--- src/rtl/exe_mem_stage_if.sv ---
// Data-memory request/response channel between the EXE/MEM stage and the bus wrapper.
// The master side is the pipeline stage; the slave side is the memory bus wrapper.
interface exe_mem_stage_if #(
    parameter int DATA_W = 32,
    parameter int ADDR_W = 32
);
    logic              dm_req_valid_o;
    logic              dm_req_ready_i;
    logic [ADDR_W-1:0] dm_addr_o;
    logic              dm_we_o;
    logic [3:0]        dm_wstrb_o;
    logic [DATA_W-1:0] dm_wdata_o;
    logic              dm_rsp_valid_i;
    logic [DATA_W-1:0] dm_rdata_i;

    modport master (
        output dm_req_valid_o, dm_addr_o, dm_we_o, dm_wstrb_o, dm_wdata_o,
        input  dm_req_ready_i, dm_rsp_valid_i, dm_rdata_i
    );

    modport slave (
        input  dm_req_valid_o, dm_addr_o, dm_we_o, dm_wstrb_o, dm_wdata_o,
        output dm_req_ready_i, dm_rsp_valid_i, dm_rdata_i
    );
endinterface

--- src/rtl/exe_mem_stage.sv ---
// EXE/MEM pipeline stage: captures EXE results, runs loads/stores over the dm channel,
// formats load data and retires one instruction per cycle towards MEM/WB.
module exe_mem_stage #(
    parameter int DATA_W     = 32,
    parameter int ADDR_W     = 32,
    parameter int REG_ADDR_W = 5
) (
    input  logic                  clk,
    input  logic                  rst,
    input  logic                  flush_i,
    input  logic                  exe_valid_i,
    output logic                  exe_ready_o,
    input  logic [DATA_W-1:0]     exe_alu_result_i,
    input  logic [DATA_W-1:0]     exe_store_data_i,
    input  logic [REG_ADDR_W-1:0] exe_rd_i,
    input  logic                  exe_reg_write_i,
    input  logic                  exe_mem_read_i,
    input  logic                  exe_mem_write_i,
    input  logic [2:0]            exe_funct3_i,
    exe_mem_stage_if.master       dm,
    output logic                  wb_valid_o,
    output logic                  wb_reg_write_o,
    output logic [REG_ADDR_W-1:0] wb_rd_o,
    output logic [DATA_W-1:0]     wb_data_o,
    output logic                  stall_o
);

    typedef enum logic [1:0] {IDLE, WB, REQ, RSP} state_t;

    state_t                r_state;
    logic [DATA_W-1:0]     r_alu;
    logic [DATA_W-1:0]     r_sdata;
    logic [DATA_W-1:0]     r_wb_data;
    logic [REG_ADDR_W-1:0] r_rd;
    logic                  r_reg_write;
    logic                  r_is_store;
    logic [2:0]            r_funct3;

    logic                  w_capture;
    logic [1:0]            w_off;
    logic [3:0]            w_wstrb;
    logic [DATA_W-1:0]     w_wdata;
    logic [DATA_W-1:0]     w_shifted;
    logic [DATA_W-1:0]     w_load_data;

    assign exe_ready_o    = (r_state == IDLE) || (r_state == WB);
    assign stall_o        = (r_state == REQ) || (r_state == RSP);
    assign wb_valid_o     = (r_state == WB);
    assign wb_reg_write_o = wb_valid_o && r_reg_write && (r_rd != '0);
    assign wb_rd_o        = r_rd;
    assign wb_data_o      = r_wb_data;

    assign w_capture = exe_valid_i && exe_ready_o && !flush_i;
    assign w_off     = r_alu[1:0];

    assign dm.dm_req_valid_o = (r_state == REQ);
    assign dm.dm_addr_o      = {r_alu[ADDR_W-1:2], 2'b00};
    assign dm.dm_we_o        = r_is_store;
    assign dm.dm_wstrb_o     = r_is_store ? w_wstrb : '0;
    assign dm.dm_wdata_o     = w_wdata;

    always_comb begin
        w_wstrb = 4'b1111;
        w_wdata = r_sdata;
        case (r_funct3[1:0])
            2'b00: begin
                w_wstrb = 4'b0001 << w_off;
                w_wdata = {4{r_sdata[7:0]}};
            end
            2'b01: begin
                w_wstrb = 4'b0011 << {w_off[1], 1'b0};
                w_wdata = {2{r_sdata[15:0]}};
            end
            default: ;
        endcase
    end

    // Byte loads shift by the full offset, halfwords by off[1] only, words not at all.
    always_comb begin
        w_shifted = dm.dm_rdata_i;
        case (r_funct3[1:0])
            2'b00:   w_shifted = dm.dm_rdata_i >> {w_off, 3'b000};
            2'b01:   w_shifted = dm.dm_rdata_i >> {w_off[1], 4'b0000};
            default: ;
        endcase
        case (r_funct3)
            3'b000:  w_load_data = {{(DATA_W-8){w_shifted[7]}}, w_shifted[7:0]};
            3'b001:  w_load_data = {{(DATA_W-16){w_shifted[15]}}, w_shifted[15:0]};
            3'b100:  w_load_data = {{(DATA_W-8){1'b0}}, w_shifted[7:0]};
            3'b101:  w_load_data = {{(DATA_W-16){1'b0}}, w_shifted[15:0]};
            default: w_load_data = dm.dm_rdata_i;
        endcase
    end

    always_ff @(posedge clk or negedge rst) begin
        if (!rst) begin
            r_state     <= IDLE;
            r_alu       <= '0;
            r_sdata     <= '0;
            r_wb_data   <= '0;
            r_rd        <= '0;
            r_reg_write <= 1'b0;
            r_is_store  <= 1'b0;
            r_funct3    <= '0;
        end else begin
            case (r_state)
                IDLE, WB: begin
                    if (w_capture) begin
                        r_alu       <= exe_alu_result_i;
                        r_sdata     <= exe_store_data_i;
                        r_wb_data   <= exe_alu_result_i;
                        r_rd        <= exe_rd_i;
                        // A read+write combination behaves as a store, so it never writes rd.
                        r_reg_write <= exe_reg_write_i && !exe_mem_write_i;
                        r_is_store  <= exe_mem_write_i;
                        r_funct3    <= exe_funct3_i;
                        r_state     <= (exe_mem_read_i || exe_mem_write_i) ? REQ : WB;
                    end else begin
                        r_state <= IDLE;
                    end
                end
                REQ: begin
                    if (dm.dm_req_ready_i) begin
                        r_state <= r_is_store ? WB : RSP;
                    end
                end
                RSP: begin
                    if (dm.dm_rsp_valid_i) begin
                        r_wb_data <= w_load_data;
                        r_state   <= WB;
                    end
                end
                default: r_state <= IDLE;
            endcase
        end
    end

endmodule
--- src/flat_wrapper.sv ---
// flat-port wrapper written by rule: the top's interface ports become plain ports
module exe_mem_stage_flat 
#(
    parameter int DATA_W     = 32,
    parameter int ADDR_W     = 32,
    parameter int REG_ADDR_W = 5
)
  (clk, rst, flush_i, exe_valid_i, exe_ready_o, exe_alu_result_i, exe_store_data_i, exe_rd_i, exe_reg_write_i, exe_mem_read_i, exe_mem_write_i, exe_funct3_i, wb_valid_o, wb_reg_write_o, wb_rd_o, wb_data_o, stall_o, dm_dm_req_valid_o, dm_dm_addr_o, dm_dm_we_o, dm_dm_wstrb_o, dm_dm_wdata_o, dm_dm_req_ready_i, dm_dm_rsp_valid_i, dm_dm_rdata_i);
  exe_mem_stage_if #(.DATA_W(DATA_W), .ADDR_W(ADDR_W)) dm_i ();
  input  logic clk;
  input  logic rst;
  input  logic flush_i;
  input  logic exe_valid_i;
  output logic exe_ready_o;
  input  logic [DATA_W-1:0] exe_alu_result_i;
  input  logic [DATA_W-1:0] exe_store_data_i;
  input  logic [REG_ADDR_W-1:0] exe_rd_i;
  input  logic exe_reg_write_i;
  input  logic exe_mem_read_i;
  input  logic exe_mem_write_i;
  input  logic [2:0] exe_funct3_i;
  output logic wb_valid_o;
  output logic wb_reg_write_o;
  output logic [REG_ADDR_W-1:0] wb_rd_o;
  output logic [DATA_W-1:0] wb_data_o;
  output logic stall_o;
  output wire logic [$bits(dm_i.dm_req_valid_o)-1:0] dm_dm_req_valid_o;
  output wire logic [$bits(dm_i.dm_addr_o)-1:0] dm_dm_addr_o;
  output wire logic [$bits(dm_i.dm_we_o)-1:0] dm_dm_we_o;
  output wire logic [$bits(dm_i.dm_wstrb_o)-1:0] dm_dm_wstrb_o;
  output wire logic [$bits(dm_i.dm_wdata_o)-1:0] dm_dm_wdata_o;
  input wire logic [$bits(dm_i.dm_req_ready_i)-1:0] dm_dm_req_ready_i;
  input wire logic [$bits(dm_i.dm_rsp_valid_i)-1:0] dm_dm_rsp_valid_i;
  input wire logic [$bits(dm_i.dm_rdata_i)-1:0] dm_dm_rdata_i;
  assign dm_dm_req_valid_o = dm_i.dm_req_valid_o;
  assign dm_dm_addr_o = dm_i.dm_addr_o;
  assign dm_dm_we_o = dm_i.dm_we_o;
  assign dm_dm_wstrb_o = dm_i.dm_wstrb_o;
  assign dm_dm_wdata_o = dm_i.dm_wdata_o;
  assign dm_i.dm_req_ready_i = dm_dm_req_ready_i;
  assign dm_i.dm_rsp_valid_i = dm_dm_rsp_valid_i;
  assign dm_i.dm_rdata_i = dm_dm_rdata_i;
  exe_mem_stage #(.DATA_W(DATA_W), .ADDR_W(ADDR_W), .REG_ADDR_W(REG_ADDR_W)) u_core (.clk(clk), .rst(rst), .flush_i(flush_i), .exe_valid_i(exe_valid_i), .exe_ready_o(exe_ready_o), .exe_alu_result_i(exe_alu_result_i), .exe_store_data_i(exe_store_data_i), .exe_rd_i(exe_rd_i), .exe_reg_write_i(exe_reg_write_i), .exe_mem_read_i(exe_mem_read_i), .exe_mem_write_i(exe_mem_write_i), .exe_funct3_i(exe_funct3_i), .dm(dm_i), .wb_valid_o(wb_valid_o), .wb_reg_write_o(wb_reg_write_o), .wb_rd_o(wb_rd_o), .wb_data_o(wb_data_o), .stall_o(stall_o));
endmodule
--- config.mk ---
export PLATFORM = sky130hd
export DESIGN_NAME = exe_mem_stage_flat
export DESIGN_NICKNAME = d
export VERILOG_FILES = /design/src/rtl/exe_mem_stage_if.sv /design/src/rtl/exe_mem_stage.sv /design/src/flat_wrapper.sv
export SDC_FILE = /design/constraint.sdc
export NUM_CORES = 1
export LEC_CHECK = 0
export ABC_AREA = 1
export CORE_MARGIN = 4
export CORE_UTILIZATION = 44
export CTS_CLUSTER_SIZE = 25
export DETAILED_ROUTE_END_ITERATION = 10
export GPL_ROUTABILITY_DRIVEN = 0
export PLACE_DENSITY = 0.92
export SKIP_CTS_REPAIR_TIMING = 1
export SLEW_MARGIN = 20
export SYNTH_ARGS = -nofsm -noshare
export SYNTH_HDL_FRONTEND = slang
export SYNTH_SLANG_ARGS = --single-unit
--- constraint.sdc ---
create_clock -name clk -period 2.1 [get_ports clk]
set_input_delay 0.315 -clock clk [delete_from_list [all_inputs] [get_ports clk]]
set_output_delay 0.315 -clock clk [all_outputs]
set_load 0.02 [all_outputs]
==> run summary <==
- run status: complete, but fails checks
- failing checks: negative hold slack
- pin count of the biggest net entering global routing: 109
- post-synthesis cell area: 5754 µm²
- via count: 5638
- synthesized netlist cell count: 767
- count of different cell masters after synthesis: 29
- required time of the critical path: 1.78 ns
- fraction of power spent switching nets: 43.93%
- Setup WS post-layout: 0.1217 ns
- crit start category: register
- Num CTS Buffers: 9
- top cells by area in the synthesized netlist: dfrtp_1 (47%), nand2_1 (21%), o21ai_0 (6.4%)
- Global Route Usage Sum: 24.01%
- portion of the post-synthesis area used by sequential elements: 46.97%
- Crit path arrival time: 1.66 ns
- number of buffer and inverter stages on the critical path: 2
- setup repair after global routing missed its margin: no
- most common cell after layout, fill and taps aside: nand2_1
- Setup Viol. Count Final: 0
- commonest cells after routing, fill and taps aside: nand2_1 (318), clkdlybuf4s50_1 (191), dfrtp_1 (106)
- worst-path maximum fanout: 6
- IR Drop Worst-Case VDD: 0.9564 mV
- Chip Height: 122.4 µm
- total core area: 12720 µm²
- clock network fraction of total power: 14.5%
- part of the power in registers: 30.0%
- count of filler cells inserted in the layout: 1083
- MaxCap Viol Count: 0
- utilization after layout: 64.50%
- Max transition margin: 46.91%
- dpl ws: 0.02978 ns
- clock tree sinks: 108
- post-synthesis area per instance: 7.502 µm²
- number of max-slew violations in the final report: 0
- classification of the worst setup path: reg2out
- Highest Clock Rate: 0.5055 GHz
- number of iterations in the first detailed-routing pass: 5
- slowest CP cell: clkdlybuf4s50_1
- critical path's largest stage delay: 0.63 ns
- wirelength, routed: 17960 µm
- internal power contribution: 6.872 mW
- effective utilization at floorplan: 45.23%
- starting DRC count in detailed routing: 401
- final routed DRC violation total: 0
- Register-to-Register Setup Slack: 0.16 ns
- cell type contributing the most total cell area after synthesis: dfrtp_1
- H-tree levels: 3
- endpoint type of the worst setup path: output port
- actual transition at the worst max-transition pin: 0.7964 ns
- post-route ant nets: 0
- post-DP HPWL: 13380 µm
- CTS tree: done
- post-detailed-route via-to-cell ratio: 5.075
- Remaining Overflow, GRT: 0
- total power per unit cell area: 1494 nW/µm²
- final period utilization: 94.20%
- Logic pwr share: 55.6%
- final-stage net count: 1046
- horizontal extent of the die: 122.4 µm
- Fin Clk Skew: 0.01064 ns
- count of synthesis-stage warnings from yosys: 0
- root buf cell: clkbuf_16
- share of final-layout standard cells stronger than drive strength 1: 5.544%
- Hold Slack: -0.003327 ns
- cell type group with the largest total delay on the critical path: buffers and inverters
- final critical-path required period: 1.978 ns
- maximum buffer depth of the clock tree: 2
- worst min-delay path class: in2async
- average wire per standard cell: 16.16 µm
- via count of the first global-routing pass: 5443
- input/output buffers: 221
- die outline area: 14970 µm²
- series of cell instances along the critical path: inv_1 -> nor2_1 -> clkdlybuf4s50_1
- Boundary Pins: 224
- initial antenna violation count: 1
- net switching power of the design: 5.384 mW
- Clk pin slew, worst setup/hold paths: 0.07 ns
- number of cell rows: 41
- layout-stage area growth over the synthesis result: 42.60%
- leakage component of the power: 4.203 nW
- count of endpoints failing hold in the final timing report: 1
- global-route wire length before repair: 27830 µm
- portion of synthesized cell area occupied by the leading cell type: 46.97%
- #FFs+latches synth: 108
- latest clock arrival within the worst-skew pair: 0.35 ns
==> worst reg2reg max path, stage by stage, from the launching register on <==
cell      delay (ns)
dfrtp_1         0.47
nand2_2         0.25
buf_4           0.23
nand2_2         0.09
buf_4           0.19
o21ai_0         0.30
nand3_1         0.13
o211ai_1        0.11
nand2_1         0.07
==> final timing paths <==
path | startpoint | endpoint | cells after the start
max in group asynchronous | rst | u_core.wb_data_o[0] | 2
setup / recovery | u_core.r_state[1] | dm_dm_req_valid_o | 3
hold / removal | rst | u_core.r_sdata[7] | 2
min in group clk | u_core.r_sdata[18] | u_core.r_sdata[18] | 2
hold reg to reg | u_core.r_sdata[18] | u_core.r_sdata[18] | 2
setup reg to reg | u_core.r_funct3[0] | u_core.wb_data_o[2] | 8
==> kinds of logic after synthesis <==
kind of cell    after synthesis  share of synthesized area (%)
other cells                   1                        0.06517
compound gates              147                          14.16
flops                       108                          46.97
buf+inv                     140                          12.68
simple gates                371                          26.14
==> metal layers <==
| layer | up-vias | share of wire, % | wire length, µm | global-route usage (%) |
|---|---|---|---|---|
| met5 | - | 0 | 0 | 0 |
| met4 | 0 | 2.2 | 401 | 8.887 |
| met3 | 25 | 11 | 1895 | 7.051 |
| met2 | 271 | 49 | 8840 | 40.91 |
| met1 | 2609 | 38 | 6820 | 28.81 |
| li1 | 2733 | - | - | - |
==> per-stage QoR <==
step	area, µm²	instances	TNS (ns)	hold slack, ns	total power, mW
5_1_grt	8205	1111	0	0.07428	13.09
3_5_place_dp	7819	1094	0	0.4414	10.61
6_report	8205	1111	0	-0.003327	12.26
3_3_place_gp	7819	1094	0	0.4377	10.45
2_1_floorplan	5758	768	0	0.01941	7.762
4_1_cts	8128	1110	-5.957	0.05938	12.43
==> power groups by stage <==
| stage | Clock (mW) | Sequential [mW] | Combinational, mW |
|---|---|---|---|
| finish | 1.77 | 3.67 | 6.81 |
| global route | 1.90 | 3.78 | 7.42 |
| CTS | 1.82 | 3.67 | 6.95 |
| detailed placement | 0 | 3.69 | 6.92 |
| global placement | 0 | 3.65 | 6.80 |
| floorplan | 0 | 3.92 | 3.84 |
==> synth_stat cells, drive strengths merged <==
library cell and n:
inv 56, clkbuf 25, nor3 2, a21oi 30, nand2 323, nand3 30
o311ai 1, or3 1, a22o 1, o211ai 23, conb 1, nor2 15
dfrtp 108, o21ai 91, o21bai 1, buf 59
==> area by class of cell <==
class                   instances  area (µm²)  share of cell area, %
diodes                          1       2.502                0.03050
clock buffers                  10       239.0                  2.912
flip-flops and latches        108        2705                  32.97
multi-input cells             520        2326                  28.35
inverters                      56       212.7                  2.592
clock inverters                 6       70.07                 0.8539
well taps                     172       215.2                  2.623
repair buffers                238        2435                  29.67
==> registers in the layout, indices dropped and copies added (netlist names) <==
signal	flops
u_core.r_sdata	32
u_core.r_reg_write	1
u_core.wb_data_o	32
u_core.r_alu	32
u_core.dm.dm_we_o	1
u_core.r_funct3	3
u_core.r_state	2
u_core.wb_rd_o	5
(Power assumes the default switching activity.)
